===== src/rtl/logs_sweep_sequencer.sv =====
// rtl/logs_sweep_sequencer.sv - r sweep, settle, oscillator-load and dwell sequencer for the logistic-map sonifier
module logs_sweep_sequencer #(
  parameter int              N_OSC  = 4,
  parameter int              FRAC   = 8,
  parameter int              SETTLE = 64,
  parameter int              DWELL  = 30000,
  parameter logic [FRAC+1:0] R_INIT = 'h110,
  parameter int              R_STEP = 1,
  parameter logic [FRAC+1:0] R_MAX  = 'h3FF
) (
  input  logic                                          clk,
  input  logic                                          reset,
  input  logic                                          enable,
  input  logic                                          hold,
  output logic [FRAC+1:0]                               r,
  output logic                                          x_seed,
  output logic                                          load_en,
  output logic [((N_OSC > 1) ? $clog2(N_OSC) : 1)-1:0]  load_idx,
  output logic                                          wrap,
  output logic                                          busy
);

  localparam int IW      = (N_OSC > 1) ? $clog2(N_OSC) : 1;
  localparam int CNT_MAX = (SETTLE > DWELL) ? ((SETTLE > N_OSC) ? SETTLE : N_OSC)
                                            : ((DWELL > N_OSC) ? DWELL : N_OSC);
  localparam int CW      = $clog2(CNT_MAX + 1);

  localparam logic [CW-1:0] SETTLE_LAST = CW'(SETTLE - 1);
  localparam logic [CW-1:0] LOAD_LAST   = CW'(N_OSC - 1);
  localparam logic [CW-1:0] DWELL_LAST  = CW'(DWELL - 1);

  typedef enum logic [2:0] {S_IDLE, S_SETTLE, S_LOAD, S_DWELL, S_STEP} state_t;

  state_t          state, next_state;
  logic [CW-1:0]   cnt, next_cnt;
  logic [FRAC+2:0] r_sum;
  logic            r_over;
  logic [FRAC+1:0] r_d;
  logic            x_seed_d, load_en_d, wrap_d, busy_d;
  logic [IW-1:0]   load_idx_d;

  // One extra bit so an increment past the top of the r range is detectable.
  assign r_sum  = {1'b0, r} + (FRAC+3)'(R_STEP);
  assign r_over = r_sum > {1'b0, R_MAX};

  // State and shared counter register.
  always_ff @(posedge clk) begin
    if (reset) begin
      state <= S_IDLE;
      cnt   <= '0;
    end else begin
      state <= next_state;
      cnt   <= next_cnt;
    end
  end

  // Next-state and counter logic; enable low returns to IDLE from anywhere.
  always_comb begin
    next_state = state;
    next_cnt   = cnt + CW'(1);
    if (!enable) begin
      next_state = S_IDLE;
      next_cnt   = '0;
    end else begin
      case (state)
        S_IDLE: begin
          next_state = S_SETTLE;
          next_cnt   = '0;
        end
        S_SETTLE: begin
          if (cnt == SETTLE_LAST) begin
            next_state = S_LOAD;
            next_cnt   = '0;
          end
        end
        S_LOAD: begin
          if (cnt == LOAD_LAST) begin
            next_state = S_DWELL;
            next_cnt   = '0;
          end
        end
        S_DWELL: begin
          // hold only matters here: it restarts the dwell instead of stepping r.
          if (cnt == DWELL_LAST) begin
            next_state = hold ? S_DWELL : S_STEP;
            next_cnt   = '0;
          end
        end
        S_STEP: begin
          next_state = S_SETTLE;
          next_cnt   = '0;
        end
        default: begin
          next_state = S_IDLE;
          next_cnt   = '0;
        end
      endcase
    end
  end

  // Output decode from the upcoming state so every output comes straight off a flop.
  always_comb begin
    r_d        = r;
    x_seed_d   = 1'b0;
    load_en_d  = 1'b0;
    load_idx_d = '0;
    wrap_d     = 1'b0;
    busy_d     = (next_state != S_IDLE);
    if (next_state == S_LOAD) begin
      load_en_d  = 1'b1;
      load_idx_d = next_cnt[IW-1:0];
    end
    if (next_state == S_STEP) begin
      x_seed_d = 1'b1;
    end
    // r moves when leaving STEP, so wrap lands together with the reloaded r,
    // one cycle after x_seed.
    if (state == S_STEP && enable) begin
      if (r_over) begin
        r_d    = R_INIT;
        wrap_d = 1'b1;
      end else begin
        r_d = r_sum[FRAC+1:0];
      end
    end
  end

  // Output registers.
  always_ff @(posedge clk) begin
    if (reset) begin
      r        <= R_INIT;
      x_seed   <= 1'b0;
      load_en  <= 1'b0;
      load_idx <= '0;
      wrap     <= 1'b0;
      busy     <= 1'b0;
    end else begin
      r        <= r_d;
      x_seed   <= x_seed_d;
      load_en  <= load_en_d;
      load_idx <= load_idx_d;
      wrap     <= wrap_d;
      busy     <= busy_d;
    end
  end

endmodule


===== config.mk =====
export PLATFORM = sky130hd
export DESIGN_NAME = logs_sweep_sequencer
export DESIGN_NICKNAME = d
export VERILOG_FILES = /design/src/rtl/logs_sweep_sequencer.sv
export SDC_FILE = /design/constraint.sdc
export NUM_CORES = 1
export LEC_CHECK = 0
export ABC_AREA = 0
export CORE_UTILIZATION = 45
export CTS_CLUSTER_SIZE = 16
export DETAILED_ROUTE_END_ITERATION = 8
export MAX_ROUTING_LAYER = met4
export PLACE_DENSITY = 0.77
export SLEW_MARGIN = 20
export SYNTH_ARGS = -nofsm -noshare
export SYNTH_HDL_FRONTEND = slang
export SYNTH_SLANG_ARGS = --single-unit

===== constraint.sdc =====
create_clock -name clk -period 2.25 [get_ports clk]
set_input_delay 0.45 -clock clk [delete_from_list [all_inputs] [get_ports clk]]
set_output_delay 0.45 -clock clk [all_outputs]
set_load 0.01 [all_outputs]

* Yosys cells after proc, flatten, opt, wreduce, memory -nomap -nowiden
Cells that the tools add are included.
** Cells by class
- Bitwise gates (word level) :: 3
- Add/sub/neg operators :: 2
- Reductions and logical operators :: 7
- Muxes and demuxes :: 15
- Equal/unequal tests :: 9
- $lt $le $gt $ge :: 1
** Operator list (count)
- two-way mux 15 bit :: 3
- case mux 15 bit (3 select lines) :: 1
- adder 15 x 1 -> 15 bit, second input constant :: 1
- == test 15 bit, second input constant :: 1
- == test 15 x 2 -> 1 bit, second input constant :: 1
- == test 15 x 6 -> 1 bit, second input constant :: 1
- two-way mux 3 bit :: 5
- case mux 3 bit (4 select lines) :: 1
- adder 10 x 1 -> 11 bit, second input constant :: 1
- > comparator 11 x 10 -> 1 bit, second input constant :: 1
- two-way mux 10 bit :: 1
- == test 3 x 2 -> 1 bit, second input constant :: 3
- OR reduction 2 bit :: 4
- == test 3 bit, second input constant :: 2
- == test 3 x 1 -> 1 bit, second input constant :: 1
- logical NOT 3 bit :: 1
- two-way mux 1 bit :: 3
- NOT 1 bit :: 3
- nonzero test 3 bit :: 1
- two-way mux 2 bit :: 1
- logical AND 1 bit :: 1
** Storage, ports and cells
- Register bits after elaboration :: 34
- Output and inout port bits :: 16
- Word-level logic and storage cells :: 46

* Logic depth before layout (Yosys ltp)
- Depth in word-level cells :: 7
- Depth in mapped cells :: 8

* Least setup slack after synthesis
No wires, ideal clock.
- Kind :: reg2reg
- Start :: register r[0]
- End :: register r[0]
- Setup slack :: 0.472 ns
- Data arrival time :: 1.651 ns
- Cell stages (with the launch flop) :: 8
- Period minus slack after synthesis :: 1.778 ns
- Buffers on the path :: 0
- Setup time :: 0.127 ns
- Cell sequence :: dfxtp_1 > inv_1 > ha_1 > nand3b_1 > nor4_1 > nand3_1 > o21ai_2 > o21ai_0
** On the way
- Longest elaborated chain between the ends :: 3
** Ends and longest elaborated chain
- start, declared :: line 15 : output logic [FRAC+1:0] r,
- start signal, assigned :: line 138 : r <= r_d;
- adder 10 x 1 -> 11 bit * :: line 43 : assign r_sum = {1'b0, r} + (FRAC+3)'(R_STEP);
- > comparator 11 x 10 -> 1 bit :: line 44 : assign r_over = r_sum > {1'b0, R_MAX};
- two-way mux 10 bit * :: line 119 : if (r_over) begin
Mark *: on every way between the ends. The rest lies on a longest branch, timed or not.
A chain may end at the register's enable or synchronous reset.

* Worst setup path after layout
- Start :: register r[0]
- End :: register r[5]
The elaborated chain is that of the path after synthesis.

==> results by group <==
Drt
  – WL/cell: 13.1 um
  – DRC viols: 0
  – ANT nets after route: 0
  – Vias/cell: 5.55
  – DRT iter0 DRCs: 88
  – Total wire length: 3590 um
  – Drt first pass iters: 4
  – Routed via count: 1526

Yosys
  – Synthesis warning total: 0
  – Xor/xnor share of the synthesized area: 0.0745
  – Post-synth top area cell: dfxtp_1
  – Cells after Synth: 206
  – Synth Flop Type: dfxtp_1
  – Synth Area in Compound Gates: 0.140
  – Number of synthesized register bits: 34
  – Synthesized area: 0.00188 sq mm
  – Mux cell area share after synthesis: 0.0120
  – Yosys cell types: 54
  – Avg Inst Size Synth: 9.13 sq um
  – Post-Synth Simple-Gate Area: 0.324
  – Synth top area cells: dfxtp_1, nor3_2, xnor2_1, nand3_1, nor3_1
  – Largest family of logic cells by synthesized area: simple AND/OR/NAND/NOR gates
  – Area share of the largest cell type after synthesis: 0.362
  – Async S/R FF share, synth: 0
  – Mapped Nets: 213
  – Seq/Total Area, Yosys: 0.362
  – Number of synthesized flops with an enable pin: 0
  – Area share of fa/ha/maj cells after synthesis: 0.0199

Timing
  – Fin. Hold Viols: 0
  – Tmin final: 1.94 ns
  – Skew final: 0.00545 ns
  – Worst-margin pin slew: 0.471 ns
  – Max-slew headroom: 0.683
  – Unrepaired setup endpoints after global routing: false
  – Max Slew Vio Count: 0
  – Crit share post-route: 0.862
  – Final setup margin: 0.311 ns
  – Setup Viol. Count Final: 0
  – Setup_tns: 0 ns
  – F_max: 0.516 GHz
  – Hold slack final: 0.517 ns

Global routing
  – Largest net degree at the start of global routing: 18
  – Initial antenna violation count: 0
  – Total GRT Usage: 0.194
  – Grt total ovfl: 0
  – First-pass GRT wire length: 6250 um
  – Number of global-route vias before repair: 1396

Die
  – Initial Util: 0.470
  – Ports: 20
  – Total die area: 0.00444 sq mm
  – Die height: 66.7 um
  – CORE AREA: 0.00400 sq mm
  – Die X-Extent: 66.7 um
  – Row cnt: 23

Final layout
  – Ant diodes: 0
  – Area of the multi-input gates: 0.00107 sq mm
  – Nets: 231
  – Layout Area Growth over Synthesis: 19.4%
  – Share of cells above drive strength 1: 0.173
  – Sequential Area: 681 sq um
  – Layout fillers: 358

Run status
  – Status: completed

Critical path
  – CP endpoint kind: register
  – Max FO, Critical Path: 7
  – Worst EP required: 2.42 ns
  – WS Path Type: reg2reg
  – Startpoint types: register
  – R2r setup slk: 0.31 ns
  – Worst Setup SP: r[0]
  – Crit path DAT: 2.11 ns
  – Worst flop-to-flop path startpoint: r[0]

Placed design
  – Hpwl dp: 2590 um
  – IO buf count: 19
  – DP Worst Slack: 0.344 ns
  – GP Congestion: 0.829

Clock tree
  – Gates resized, CTS repair: 0
  – Worst skew pair latency: 0.29 ns
  – CTS tree: built
  – CTS Buffer Depth: 2
  – Postcts setup bufs: 0
  – CTS H-tree depth: 2
  – Clock transition at the registers of the reported paths: 0.07 ns
  – Post-CTS Hold Buffers: 0
  – Cts bufs inserted: 5
  – Clock root buffer: clkbuf_8
  – Clk sink count: 34

Power
  – Power Dens Cells: 606 mW/mm^2
  – Leak Pwr: 0.738 nW
  – Design Power: 1.36 mW
  – Peak VDD IR: 480 uV

Run
  – Max-Cap Viols: 0

Worst hold path
  – Worst Hold Class: reg2reg
  – Hold_sp: cnt[0]
[cell type report]
cell class	instances	share of cell area
clock buffer	5	0.0306
clock inverter	3	0.0306
multi-input combinational	146	0.478
inverter	12	0.0200
tap	50	0.0278
sequential	34	0.303
timing repair buffer	25	0.110
[worst paths after layout]
check / endpoint / cells after the start
min reg2reg: cnt[0] / 1
min: cnt[0] / 1
max reg2reg: r[5] / 7
max: r[5] / 7
[layer usage]
metal  routed length, um  vias to the layer above  track usage
li1                    -                      784            -
met1                1670                      706        0.229
met2                1710                       30        0.306
met3                 144                        6       0.0565
met4                  65                        0       0.0798
met5                   0                        -            -
[state kept, by name (all words and copies together) (netlist names)]
signal and count:
busy 1, cnt 15, load_en 1, load_idx 2, r 10, state 3, wrap 1, x_seed 1
[Yosys cell counts, drive strengths merged, types with 2 or more instances]
library cell and count:
and3 5, and4 4, nor2 7, nor4 8, clkbuf 6, xor2 5, o211ai 2, o2111ai 2
o31ai 3, buf 8, o21ai 6, a21o 2, or4 2, o21a 2, nor3 20, nand4 2
nand3 20, a21oi 7, nor3b 4, nor4b 2, nand2 12, a31oi 2, xnor2 11, dfxtp 34
ha 3, inv 12, or3 2
[worst max-delay path, stage by stage (launching register included)]
cell,delay (ns)
dfxtp_1,0.43
inv_1,0.09
ha_1,0.32
nand3b_1,0.16
nor4_1,0.18
nand3_1,0.19
o21ai_2,0.31
o21ai_0,0.15
[metrics by stage]
| stage | std cells | cell area (sq um) | utilization |
|---|---|---|---|
| after floorplan | 206 | 1880 | - |
| after global placement | 267 | 2110 | 0.527 |
| after detailed placement | 267 | 2110 | 0.527 |
| after CTS | 275 | 2250 | 0.562 |
| after global routing | 275 | 2250 | 0.562 |
| final | 275 | 2250 | 0.562 |
[report_power, final]
part / total [mW] / switching [mW] / internal, mW / leakage, nW
Combinational: 0.0632 / 0.0329 / 0.0304 / 0.395
Sequential: 0.617 / 0.0100 / 0.607 / 0.275
Clock: 0.682 / 0.238 / 0.444 / 0.0683
Total: 1.36 / 0.281 / 1.08 / 0.738
[cell usage in the layout (no fill, tap or decap), drive strengths merged, types with 2 or more instances in the layout]
cell type      Yosys  layout
o21ai              6       6
or3                2       2
clkbuf             6       5
nand4              2       2
nor3              20      20
inv               12      12
o31ai              3       3
and3               5       5
a21o               2       2
ha                 3       3
buf                8       6
o211ai             2       2
and4               4       4
nor4b              2       2
or4                2       2
o21a               2       2
nor2               7       7
a31oi              2       2
nand3             20      20
nand2             12      12
a21oi              7       7
bufinv             0       2
dfxtp             34      34
nor4               8       8
o2111ai            2       2
clkdlybuf4s50      0      19
nor3b              4       4
xor2               5       5
xnor2             11      11
[kinds of logic after synthesis]
| kind of cell | after synthesis |
|---|---|
| DFF | 34 |
| xor gates and xnor gates | 16 |
| muxes | 1 |
| and+or+nand+nor | 93 |
| AOI/OAI and AO/OA | 33 |
| buffers and inverters | 26 |
| adders and majority gates | 3 |
No activity file was read; power rests on OpenSTA's default activity.
==> edit 1, RTL diff (same settings) <==
Set the parameter `SETTLE` to 128 (it was 64).
--- a/src/rtl/logs_sweep_sequencer.sv
+++ b/src/rtl/logs_sweep_sequencer.sv
@@ -3,5 +3,5 @@
   parameter int              N_OSC  = 4,
   parameter int              FRAC   = 8,
-  parameter int              SETTLE = 64,
+  parameter int              SETTLE = 128,
   parameter int              DWELL  = 30000,
   parameter logic [FRAC+1:0] R_INIT = 'h110,
Check against the original RTL: same outputs for any inputs over 10 cycles, from zero or initial values and one cycle with reset high; that may be too few to reach the edited logic, so the function may still have changed.
==> edit 1 against the unedited design <==
First-iteration DRC count down 34%; fmax fell by 4.9%; core utilization is 2.9 points higher; critical path depth stayed put; synthesized area is 14% lower; critical endpoint is now r[3]$_SDFFE_PP0P_; sequential cell count is the same; setup slack lost 0.099 ns; design area shrank 11%; routed wire length fell by 10%.
Power is not compared: it rests on default switching activity, and its combinational part moved more than twofold at a synthesized area within 25%.
==> edit 1: results (changes against the unedited design) <==
- Multiplexer share of the synthesized area: 0 (was 0.0120)
- Share of layout cells above drive strength 1: 0.109 (was 0.173)
- Via count: 1,386 (was 1,526)
- Top FF cell, synth: dfxtp_1 (unchanged)
- Clock network area share: 0.0531 (was 0.0612)
- GPL Wtd Cong: 0.907 (was 0.829)
- Sequential area share after synthesis: 0.419 (was 0.362)
- Hpwl dp: 2.28 mm (was 2.59 mm)
- Initial antenna violation count: 0 (unchanged)
- Post-synth cell types: 43 (was 54)
- Fillers: 306 (was 358)
- Clk_lat worst skew: 0.35 ns (was 0.29 ns)
- Pre-Repair DR Iteration Count: 5 (was 4)
- Top post-synthesis cells by area: dfxtp_1, nor2_1, xor2_1 (was dfxtp_1, nor3_2, xnor2_1)
- Storage element area: 681 sq um (unchanged)
- Clock slew at reported path FFs: 0.11 ns (was 0.07 ns)
- Inserted Clock Buffers: 5 (unchanged)
- DP Area: 1900 sq um (was 2110 sq um)
- Cells after DPL: 258 (was 267)
- NonClk Buf Share: 0.118 (was 0.110)
- Synth Area in Adders: 0.0231 (was 0.0199)
- Crit path max-delay family: compound AO/OA/AOI/OAI gates (was simple AND/OR/NAND/NOR gates)
- Post-synth top cells: dfxtp_1, nor2_1, nand3_1 (was dfxtp_1, nand3_1, inv_1, nand2_1)
- Drt first-iter violations: 58 (was 88)
- Regs by FF count: cnt: 15 flops, r: 10 flops, state: 3 flops (unchanged)
- Multi-input combinational area share: 0.444 (was 0.478)
- WL/cell: 12.1 microns (was 13.1 microns)
- Vias/cell: 5.21 (was 5.55)
- Async set or reset register ratio after synthesis: 0 (unchanged)
- Clk pwr share: 0.475
- Ys Warns: 0 (unchanged)
- Slowest-stage cell, CP: a2111oi_4 (was dfxtp_1)
- Htree depth: 2 (unchanged)
- Max incr delay on CP: 0.38 ns (was 0.43 ns)
- Tightest Pin Transition: 0.514 ns (was 0.471 ns)
- Inverters: 9 (was 12)
- Global-route wire length before repair: 5.08 mm (was 6.25 mm)
- Mapped Cells: 190 (was 206)
- Pre-CTS WS: 0.253 ns (was 0.344 ns)
- P_comb: around 26 uW
- CTS root buf: clkbuf_4 (was clkbuf_8)
- Post-Syn Nets: 197 (was 213)
- XOR/XNOR Fraction of Synth Area: 0.103 (was 0.0745)
- Gr usage total: 0.188 (was 0.194)
- Post-Layout Inst Area: 2000 sq um (was 2250 sq um)
- Largest net degree at the start of global routing: 15 (was 18)
- Vias in the first global route: 1,163 (was 1,396)
- Nonclk buf count: 25 (unchanged)
- N_taps: 46 (was 50)
- Status: complete, no violations (unchanged)
- Tightest Hold Check Type: register to register (unchanged)
- Ant diodes: 0 (unchanged)
- Multi-input gates: 144 (was 146)
- Final Skew: 0.00918 ns (was 0.00545 ns)
- Final net count: 226 (was 231)
- Synth Area in Compound Gates: 0.104 (was 0.140)
==> edit 1: cell count changes in the layout (fill, tap and decap cells not counted), sizes merged, moves of 3 or more <==
cell / change
xor2: +7
nor3: -7
nor2: +27
o31ai: -3
inv: -3
a22oi: +3
nor3b: -3
and4: -4
xnor2: -4
nor4: -7
==> edit 1: final timing paths <==
path / from / slack, ns / end / cells past startpoint
setup / recovery: r[1]$_SDFFE_PP0P_ / 0.21 / r[3]$_SDFFE_PP0P_ / 7
hold / removal: cnt[0]$_SDFF_PP0_ / 0.48 / cnt[0]$_SDFF_PP0_ / 1
setup reg to reg: r[1]$_SDFFE_PP0P_ / 0.21 / r[3]$_SDFFE_PP0P_ / 7
hold reg to reg: cnt[0]$_SDFF_PP0_ / 0.48 / cnt[0]$_SDFF_PP0_ / 1
==> edit 1: metal layers <==
layer  global-route usage  share of wire
met1                0.230           0.47
met3               0.0373          0.038
met5                    -              0
met4                0.105          0.019
met2                0.289           0.47
==> edit 2, RTL diff (config.mk and constraints unchanged) <==
Without the edit above. Make the reset (`reset`) asynchronous in 2 clocked blocks.
--- a/src/rtl/logs_sweep_sequencer.sv
+++ b/src/rtl/logs_sweep_sequencer.sv
@@ -45,5 +45,5 @@
 
   // State and shared counter register.
-  always_ff @(posedge clk) begin
+  always_ff @(posedge clk or posedge reset) begin
     if (reset) begin
       state <= S_IDLE;
@@ -127,5 +127,5 @@
 
   // Output registers.
-  always_ff @(posedge clk) begin
+  always_ff @(posedge clk or posedge reset) begin
     if (reset) begin
       r        <= R_INIT;
Behaviour: differs if reset is asserted again (counterexample within 4 cycles, from zero or initial values and one cycle with reset high); with reset held inactive, the same outputs for 10 cycles.
==> edit 2 against the unedited design <==
The flow now finishes with violations (negative setup slack); routed wire length grew 16%; synthesized area down 1.1%; sequential power increased by 0.6%; combinational power is 9.3% lower; power shrank 17%; design area increased by 8.0%; sequential cell count is the same; setup slack worse by 0.37 ns; largest power group is now registers.
==> edit 2: results (changes against the unedited design) <==
- Avg Inst Size Synth: 9.26 sq um (was 9.13 sq um)
- GPL Wtd Cong: 0.879 (was 0.829)
- Fillers: 342 (was 358)
- Initial antenna violation count: 0 (unchanged)
- Crit path from: cnt[10]$_DFF_PP0_ (was r[0]$_SDFFE_PP0P_)
- Number of port buffers: 19 (unchanged)
- Leakage: 1.06 nW (was 0.738 nW)
- Hold Slack: 0.543 ns (was 0.517 ns)
- Failing checks: negative setup slack
- Synth Area in Compound Gates: 0.126 (was 0.140)
- Post-synth cell types: 47 (was 54)
- Post-synth top cells: dfrtp_1, nor2_1, nand2_1, nand3_1 (was dfxtp_1, nand3_1, inv_1, nand2_1)
- Final net count: 250 (was 231)
- Status: complete, but fails checks (was complete, no violations)
- Vias in the first global route: 1,606 (was 1,396)
- Final TNS setup: -0.0593 ns (was 0 ns)
- R2r worst-path depth: 6 (was 7)
- Crit path max fanout: 4 (was 7)
- DP Area: 2240 sq um (was 2110 sq um)
- Routed wire length: 4.16 mm (was 3.59 mm)
- Routed wl met2: 1.99 mm (was 1.71 mm)
- Worst vdd ir: 0.279 mV (was 0.480 mV)
- Pre-Repair DR Iteration Count: 4 (unchanged)
- Sequential area share after synthesis: 0.459 (was 0.362)
- XOR/XNOR Fraction of Synth Area: 0.0612 (was 0.0745)
- Cells after DPL: 282 (was 267)
- CTS root buf: clkbuf_8 (unchanged)
- Synth Area in Adders: 0.0202 (was 0.0199)
- Final setup vio count: 1 (was 0)
- Vias/cell: 5.56 (was 5.55)
- Multiplexer share of the synthesized area: 0.00605 (was 0.0120)
- Ys Warns: 0 (unchanged)
- Drt first-iter violations: 122 (was 88)
- Tightest Hold Check Type: primary input to async pin (was register to register)
- Post-CTS setup buffer count: 2 (was 0)
- Hpwl dp: 2.82 mm (was 2.59 mm)
- R2r endpoint: load_idx[0]$_DFF_PP0_ (was r[5]$_SDFFE_PP0P_)
- Max clock buf depth: 2 (unchanged)
- Global-route wire length before repair: 7.07 mm (was 6.25 mm)
- Async set or reset register ratio after synthesis: 1.00 (was 0)
- Top FF cell, synth: dfrtp_1 (was dfxtp_1)
- Clock slew at reported path FFs: 0.06 ns
- Crit path DAT: 2.51 ns (was 2.11 ns)
- Largest net degree at the start of global routing: 35 (was 18)
- Slowest-stage cell, CP: or4_1 (was dfxtp_1)
- Final Skew: 0.00278 ns (was 0.00545 ns)
- CTS resizes: 6 (was 0)
- Met3 WL: 126 microns (was 144 microns)
- Gr usage total: 0.222 (was 0.194)
- Final worst setup slack: -0.0593 ns (was 0.311 ns)
- Max incr delay on CP: 0.53 ns (was 0.43 ns)
- Pre-CTS WS: -0.0291 ns (was 0.344 ns)
- Tightest Pin Transition: 0.435 ns (was 0.471 ns)
- Post-route met1 wirelength: 1.93 mm (was 1.67 mm)
- Inserted Clock Buffers: 5 (unchanged)
- Post-Syn Nets: 208 (was 213)
- Clk_lat worst skew: 0.29 ns (about the same)
- Top post-synthesis cells by area: dfrtp_1, nor2_1, xor2_1 (was dfxtp_1, nor3_2, xnor2_1)
- WL/cell: 14.2 microns (was 13.1 microns)
- Share of layout cells above drive strength 1: 0.213 (was 0.173)
## edit 2: cell types whose count changed after synthesis, sizes merged, moves of 7 or more
cell and change:
dfrtp +32, nor3 -11, nor2 +16, xnor2 -7
dfxtp -34
## edit 2: final cells by class
cell class              instances  area (sq um)  share of cell area
flip-flops and latches         34           853               0.352
well taps                      50          62.6              0.0258
clock buffers                   7          86.3              0.0356
multi-input cells             151          1020               0.419
repair buffers                 44           378               0.156
clock inverters                 1          5.00             0.00206
inverters                       7          26.3              0.0108
## edit 2: report_power, final
part / internal, mW / total, mW / switching [mW]
clock: 0.246 / 0.459 / 0.213
sequential: 0.616 / 0.621 / 0.00509
combinational: 0.0221 / 0.0573 / 0.0352
## edit 2: per-layer routing
layer  vias to the layer above  global-route usage
met3                        10              0.0379
met4                         0               0.144
met1                       781               0.263
li1                        807                   -
met5                         -                   -
met2                        36               0.347
## edit 2: critical path: cells and delay by family, from the launching register on
family          cells  cell delay (ns)
compound gates      1             0.07
flops               1             0.38
simple gates        5             1.77
